$ cat src/rtl/alu_arbiter.sv
// Round-robin arbiter sharing one external combinational ALU between two requesters.
// One operation in flight: accept (IDLE) -> drive ALU (EXEC) -> hold tagged response (RESP).
module alu_arbiter #(
  parameter int unsigned WIDTH = 4
) (
  input  logic             clk,
  input  logic             rst_n,
  input  logic             req0_valid,
  output logic             req0_ready,
  input  logic [WIDTH-1:0] req0_a,
  input  logic [WIDTH-1:0] req0_b,
  input  logic [2:0]       req0_op,
  input  logic             req1_valid,
  output logic             req1_ready,
  input  logic [WIDTH-1:0] req1_a,
  input  logic [WIDTH-1:0] req1_b,
  input  logic [2:0]       req1_op,
  output logic [WIDTH-1:0] alu_a,
  output logic [WIDTH-1:0] alu_b,
  output logic [2:0]       alu_ctrl,
  input  logic [WIDTH-1:0] alu_result,
  input  logic             alu_zero,
  output logic             rsp_valid,
  input  logic             rsp_ready,
  output logic             rsp_id,
  output logic [WIDTH-1:0] rsp_result,
  output logic             rsp_zero
);

  typedef enum logic [1:0] {StIdle, StExec, StResp} state_e;

  state_e           state_q, state_d;
  logic [WIDTH-1:0] alu_a_q, alu_a_d;
  logic [WIDTH-1:0] alu_b_q, alu_b_d;
  logic [2:0]       alu_ctrl_q, alu_ctrl_d;
  logic             rsp_valid_q, rsp_valid_d;
  logic             rsp_id_q, rsp_id_d;
  logic [WIDTH-1:0] rsp_result_q, rsp_result_d;
  logic             rsp_zero_q, rsp_zero_d;
  // Also serves as the id of the operation in flight once a grant is taken.
  logic             last_grant_q, last_grant_d;

  logic grant_valid;
  logic grant_id;

  always_comb begin
    grant_valid = req0_valid || req1_valid;
    if (req0_valid && req1_valid) begin
      grant_id = ~last_grant_q;
    end else begin
      grant_id = req1_valid;
    end
  end

  always_comb begin
    state_d      = state_q;
    alu_a_d      = alu_a_q;
    alu_b_d      = alu_b_q;
    alu_ctrl_d   = alu_ctrl_q;
    rsp_valid_d  = rsp_valid_q;
    rsp_id_d     = rsp_id_q;
    rsp_result_d = rsp_result_q;
    rsp_zero_d   = rsp_zero_q;
    last_grant_d = last_grant_q;
    req0_ready   = 1'b0;
    req1_ready   = 1'b0;
    unique case (state_q)
      StIdle: begin
        req0_ready = rst_n && grant_valid && !grant_id;
        req1_ready = rst_n && grant_valid && grant_id;
        if (grant_valid) begin
          state_d      = StExec;
          last_grant_d = grant_id;
          alu_a_d      = grant_id ? req1_a  : req0_a;
          alu_b_d      = grant_id ? req1_b  : req0_b;
          alu_ctrl_d   = grant_id ? req1_op : req0_op;
        end
      end
      StExec: begin
        state_d      = StResp;
        rsp_valid_d  = 1'b1;
        rsp_id_d     = last_grant_q;
        rsp_result_d = alu_result;
        rsp_zero_d   = alu_zero;
      end
      StResp: begin
        if (rsp_ready) begin
          state_d     = StIdle;
          rsp_valid_d = 1'b0;
        end
      end
      default: state_d = StIdle;
    endcase
  end

  always_ff @(posedge clk or negedge rst_n) begin
    if (!rst_n) begin
      state_q      <= StIdle;
      alu_a_q      <= '0;
      alu_b_q      <= '0;
      alu_ctrl_q   <= 3'b000;
      rsp_valid_q  <= 1'b0;
      rsp_id_q     <= 1'b0;
      rsp_result_q <= '0;
      rsp_zero_q   <= 1'b0;
      last_grant_q <= 1'b1;
    end else begin
      state_q      <= state_d;
      alu_a_q      <= alu_a_d;
      alu_b_q      <= alu_b_d;
      alu_ctrl_q   <= alu_ctrl_d;
      rsp_valid_q  <= rsp_valid_d;
      rsp_id_q     <= rsp_id_d;
      rsp_result_q <= rsp_result_d;
      rsp_zero_q   <= rsp_zero_d;
      last_grant_q <= last_grant_d;
    end
  end

  assign alu_a      = alu_a_q;
  assign alu_b      = alu_b_q;
  assign alu_ctrl   = alu_ctrl_q;
  assign rsp_valid  = rsp_valid_q;
  assign rsp_id     = rsp_id_q;
  assign rsp_result = rsp_result_q;
  assign rsp_zero   = rsp_zero_q;

endmodule
$ cat config.mk
export PLATFORM = sky130hd
export DESIGN_NAME = alu_arbiter
export DESIGN_NICKNAME = d
export VERILOG_FILES = /design/src/rtl/alu_arbiter.sv
export SDC_FILE = /design/constraint.sdc
export NUM_CORES = 1
export LEC_CHECK = 0
export ABC_CLOCK_PERIOD_IN_PS = 4100
export CORE_ASPECT_RATIO = 0.7
export CORE_MARGIN = 8
export CORE_UTILIZATION = 42
export CTS_CLUSTER_SIZE = 40
export DETAILED_ROUTE_END_ITERATION = 10
export PLACE_DENSITY = 0.89
export SLEW_MARGIN = 20
export SYNTH_ARGS = -nofsm -noshare
export SYNTH_HDL_FRONTEND = slang
export SYNTH_SLANG_ARGS = --single-unit
$ cat constraint.sdc
create_clock -name clk -period 4.1 [get_ports clk]
set_input_delay 0.615 -clock clk [delete_from_list [all_inputs] [get_ports clk]]
set_output_delay 0.615 -clock clk [all_outputs]
set_load 0.01 [all_outputs]
Word level (Yosys, flattened, before mapping)
Index checks and enable logic that the tools add are counted.
{"block": "totals", "register_bits": 21, "input_bits": 32, "out_inout_bits": 20, "elab_cells": 36}
{"block": "op_classes", "reduce_logical": 11, "n_mux": 11, "eq_ne": 4, "bitwise": 1}
{"op": "4-bit 2-to-1 mux", "n": 2}
{"op": "2-bit one-hot mux with 3 select lines", "n": 1}
{"op": "2-bit AND reduction", "n": 3}
{"op": "1-bit logical AND", "n": 4}
{"op": "1-bit 2-to-1 mux", "n": 4}
{"op": "2-bit 2-to-1 mux", "n": 2}
{"op": "2-bit != test (second input constant)", "n": 2}
{"op": "3-bit 2-to-1 mux", "n": 1}
{"op": "2-bit by 1-bit equality test with 1-bit output (second input constant)", "n": 1}
{"op": "2-bit equality test (second input constant)", "n": 1}
{"op": "2-bit logical NOT", "n": 1}
{"op": "1-bit one-hot mux with 2 select lines", "n": 1}
{"op": "2-bit nonzero test", "n": 1}
{"op": "1-bit logical NOT", "n": 1}
{"op": "1-bit logical OR", "n": 1}
{"op": "1-bit inverter", "n": 1}

Depth between registers and ports, before layout
{"block": "logic_depth", "ltp_word": 5, "ltp_mapped": 4, "depth_no_buf": 3}

Worst setup path before layout
No wires, ideal clock.
{"block": "synth_path", "kind": "input-to-output", "startpoint": "input port req1_valid", "endpoint": "output port req0_ready", "arrival_time_ns": 1.247, "t_required_ns": 3.485, "cell_stages": 3, "setup_slack_ns": 2.238, "path_buffers": 1, "cell_sequence": "o21a_1 -> buf_4 -> and3_2"}
{"block": "synth_via", "elab_chain_len": 5, "elab_cells_between_ends": 7, "cone_classes": "mux: 2; reduce/logical: 5"}
{"item": "from (decl)", "line": "13", "rtl": "input logic req1_valid,"}
{"item": "1-bit logical AND", "line": "48", "rtl": "if (req0_valid && req1_valid) begin"}
{"item": "1-bit 2-to-1 mux", "line": "48"}
{"item": "1-bit logical NOT", "line": "69", "rtl": "req0_ready = rst_n && grant_valid && !grant_id;"}
{"item": "1-bit logical AND *", "line": "69"}
{"item": "1-bit 2-to-1 mux *", "line": "67", "rtl": "unique case (state_q)"}
{"item": "to (decl)", "line": "9", "rtl": "output logic req0_ready,"}
Mark *: on every way between the ends. The rest lies on a longest branch, timed or not.

Worst setup path in the final report
Same ends and word-level chain as after synthesis.

==> summary.txt <==
Status
  • Run status: complete, no violations

Critical path
  • Worst Setup Start Kind: input port
  • Data arrival time at the worst-slack endpoint: 2.25 ns
  • CP Data Required Time: 3.48 ns
  • Critical Path End Type: primary output
  • Chain of cells forming the critical path: clkdlybuf4s50_1, o21a_1, buf_4, and3_2, clkdlybuf4s50_1
  • Critical path start-end classification: in -> out
  • Critical Path Max Stage Delay: 0.54 ns
  • Peak fanout along the critical path: 13
  • Worst reg-to-reg setup slack: 2.51 ns
  • Cell with the largest stage delay on the worst path: sky130_fd_sc_hd__clkdlybuf4s50_1
  • Library cell appearing most often on the critical path: sky130_fd_sc_hd__clkdlybuf4s50_1

Route
  • Number of vias after detailed routing: 734
  • Per-cell via count in the routed design: 4.735
  • Number of routed nets with antenna violations: 0
  • Drc violations: 0
  • Iteration-0 DRC count of the detailed router: 35
  • Number of iterations in the first detailed-routing pass: 4
  • Average wire per standard cell: 17.57 um
  • Total length of routed wires: 2724 um

Cells and area
  • Share of layout cells above drive strength 1: 0.3058
  • Final-stage net count: 154
  • Most used cells in the layout excluding fill and tap cells: sky130_fd_sc_hd__clkdlybuf4s50_1 (51), sky130_fd_sc_hd__dfrtp_1 (20), sky130_fd_sc_hd__mux2_4 (16), sky130_fd_sc_hd__mux2_2 (12)
  • Final instance area: 1588 um2
  • Post-layout utilization of the core: 0.6661
  • P&R area growth vs syn: 54.94%
  • Antenna diode instance count: 0
  • Fin cells: 155
  • Leading cell type in the layout, fill and taps excluded: sky130_fd_sc_hd__clkdlybuf4s50_1

Floorplanning
  • Core Area: 2384 um2
  • Die width: 75.04 um
  • Floorplan die area: 4302 um2
  • Number of top-level pins: 52
  • Cell row count: 15
  • Die Ht: 57.33 um
  • Initial core utilization: 0.4299

Worst hold path
  • Path class of the lowest-slack min-delay path: reg -> reg

Power
  • Part of the power in the clock network: 0.093
  • Power share of the sequential group: 0.367
  • Peak supply drop: 341.6 uV
  • Switching share of power: 0.3166
  • Switching power of the nets: 0.3350 mW
  • Internal cell power: 0.7234 mW
  • Logic gate share of total power: 0.541
  • Power density of the placed cells: 666.6 nW/um2
  • Static Leak: 0.6870 nW

Global route
  • Initial antenna violation count: 0
  • First-pass GRT wire length: 4271 um
  • Maximum number of pins on one net before global-route repair: 14
  • Number of global-route vias before repair: 836
  • Total gr overflow: 0
  • Total routing usage reported by global routing: 0.1369

Yosys
  • Portion of the post-synthesis area used by sequential elements: 0.5140
  • Cell area after synthesis: 1025 um2
  • Top cells by area, synth: sky130_fd_sc_hd__dfrtp_1 (49%), sky130_fd_sc_hd__mux2_4 (23%), sky130_fd_sc_hd__mux2_2 (13%)
  • Area leader, netlist: sky130_fd_sc_hd__dfrtp_1
  • YS warnings: 0
  • Cell count after synthesis: 67
  • Number of flip-flops and latches in the synthesized netlist: 21
  • Synth Net Count: 99
  • Yosys top cell area share: 0.4884
  • Netlist cell types: 18
  • Avg Cell Area, Syn: 15.29 um2

Place
  • Placed wire-length estimate after detailed placement: 2166 um
  • Total cell area at the placement stage: 1562 um2
  • Port bufs: 51
  • Routability-driven placement congestion ratio: 0.7268
  • # placed instances: 151

CTS
  • Clock buffers created by TritonCTS: 3
  • CTS resizes: 0
  • Setup Fix Bufs, Post-CTS: 0
  • Worst skew pair latency: 0.30 ns
  • CTS root buffer: sky130_fd_sc_hd__clkbuf_4
  • Clock sink count: 21
  • Max Buffers Root-to-Sink: 2
  • CTS H-Tree Depth: 1
  • Hold_buf cts: 0
  • Clock tree from TritonCTS: yes
  • Clock-pin slew on the worst setup and hold paths: 0.11 ns

Timing
  • Period Utilization, post-route: 0.6976
  • Hold violation count in the final report: 0
  • Final min period: 2.860 ns
  • Clock skew: 0.0009186 ns
  • Setup repair after global routing missed its margin: no
  • Tightest slew margin relative to the limit: 0.5941
  • Final hold slack: 0.5203 ns
  • Setup_tns: 0 ns
  • Final Slew Violations: 0
  • Endpoints failing setup: 0
  • Worst-margin pin slew: 0.6077 ns
  • Top achievable clock speed: 0.3496 GHz

Run
  • Max-cap check violation count: 0
-- layout make-up --
cell class	instances	area (um2)
Tap cell	34	42.54
Sequential cell	21	526.8
Timing Repair Buffer	53	525.5
Inverter	1	3.754
Clock buffer	4	26.28
Multi-Input combinational cell	42	462.9
Fill cell	207	795.8
-- power groups by stage --
stage / Sequential [mW] / Clock, mW / Combinational (mW)
final: 0.388 / 0.0979 / 0.572
after global placement: 0.385 / 0 / 0.560
after global routing: 0.401 / 0.113 / 0.612
after CTS: 0.388 / 0.103 / 0.582
after detailed placement: 0.391 / 0 / 0.579
after floorplan: 0.423 / 0 / 0.269
-- synth_stat cells --
master	count
sky130_fd_sc_hd__a21oi_1	3
sky130_fd_sc_hd__nand2_1	2
sky130_fd_sc_hd__a21bo_4	1
sky130_fd_sc_hd__mux2_4	16
sky130_fd_sc_hd__buf_12	1
sky130_fd_sc_hd__nor3b_1	1
sky130_fd_sc_hd__dfstp_2	1
sky130_fd_sc_hd__a31oi_1	1
sky130_fd_sc_hd__buf_4	1
sky130_fd_sc_hd__nor2_1	2
sky130_fd_sc_hd__nor2b_1	1
sky130_fd_sc_hd__inv_1	1
sky130_fd_sc_hd__dfrtp_1	20
sky130_fd_sc_hd__mux2_2	12
sky130_fd_sc_hd__o21a_1	1
sky130_fd_sc_hd__clkbuf_1	1
sky130_fd_sc_hd__and3_2	1
sky130_fd_sc_hd__or2_2	1
-- registers in the layout, indices dropped and copies added (netlist names) --
| name | cells |
|---|---|
| alu_ctrl | 3 |
| rsp_id | 1 |
| rsp_valid | 1 |
| last_grant_q | 1 |
| rsp_zero | 1 |
| rsp_result | 4 |
| state_q | 2 |
| alu_a | 4 |
| alu_b | 4 |
-- layer usage --
layer  vias up  track usage  wire (um)
met5         -            0          0
met4         0      0.07778         74
met3         6      0.05070        156
met2        27       0.2334       1366
met1       357       0.1389       1126
li1        344            -          -
-- cells by family after synthesis --
| kind of cell | share of synthesized area |
|---|---|
| compound gates | 0.04396 |
| buf+inv | 0.03418 |
| flops | 0.5140 |
| mux | 0.3663 |
| simple gates | 0.04153 |
-- per-stage QoR --
step	setup WS (ns)	power, mW
floorplan	2.238	0.6915
global placement	1.273	0.9443
detailed placement	1.251	0.9695
CTS	1.241	1.073
global route	1.184	1.126
finish	1.240	1.058
-- critical path, delay by kind of cell --
kind / cells / cell delay (ns)
buf+inv: 3 / 1.28
simple gates: 1 / 0.21
compound gates: 1 / 0.14
-- path summary, 6_finish.rpt --
path	startpoint	endpoint	cells past startpoint
worst min-delay path	rsp_zero	rsp_zero	1
worst max register to register	last_grant_q	alu_b[3]	3
worst min register to register	rsp_zero	rsp_zero	1
max in group asynchronous	rst_n	last_grant_q	2
worst max-delay path	req1_valid	req0_ready	5
min in group asynchronous	rst_n	alu_ctrl[2]	1
Note: power is estimated with default switching activity, not from simulation.
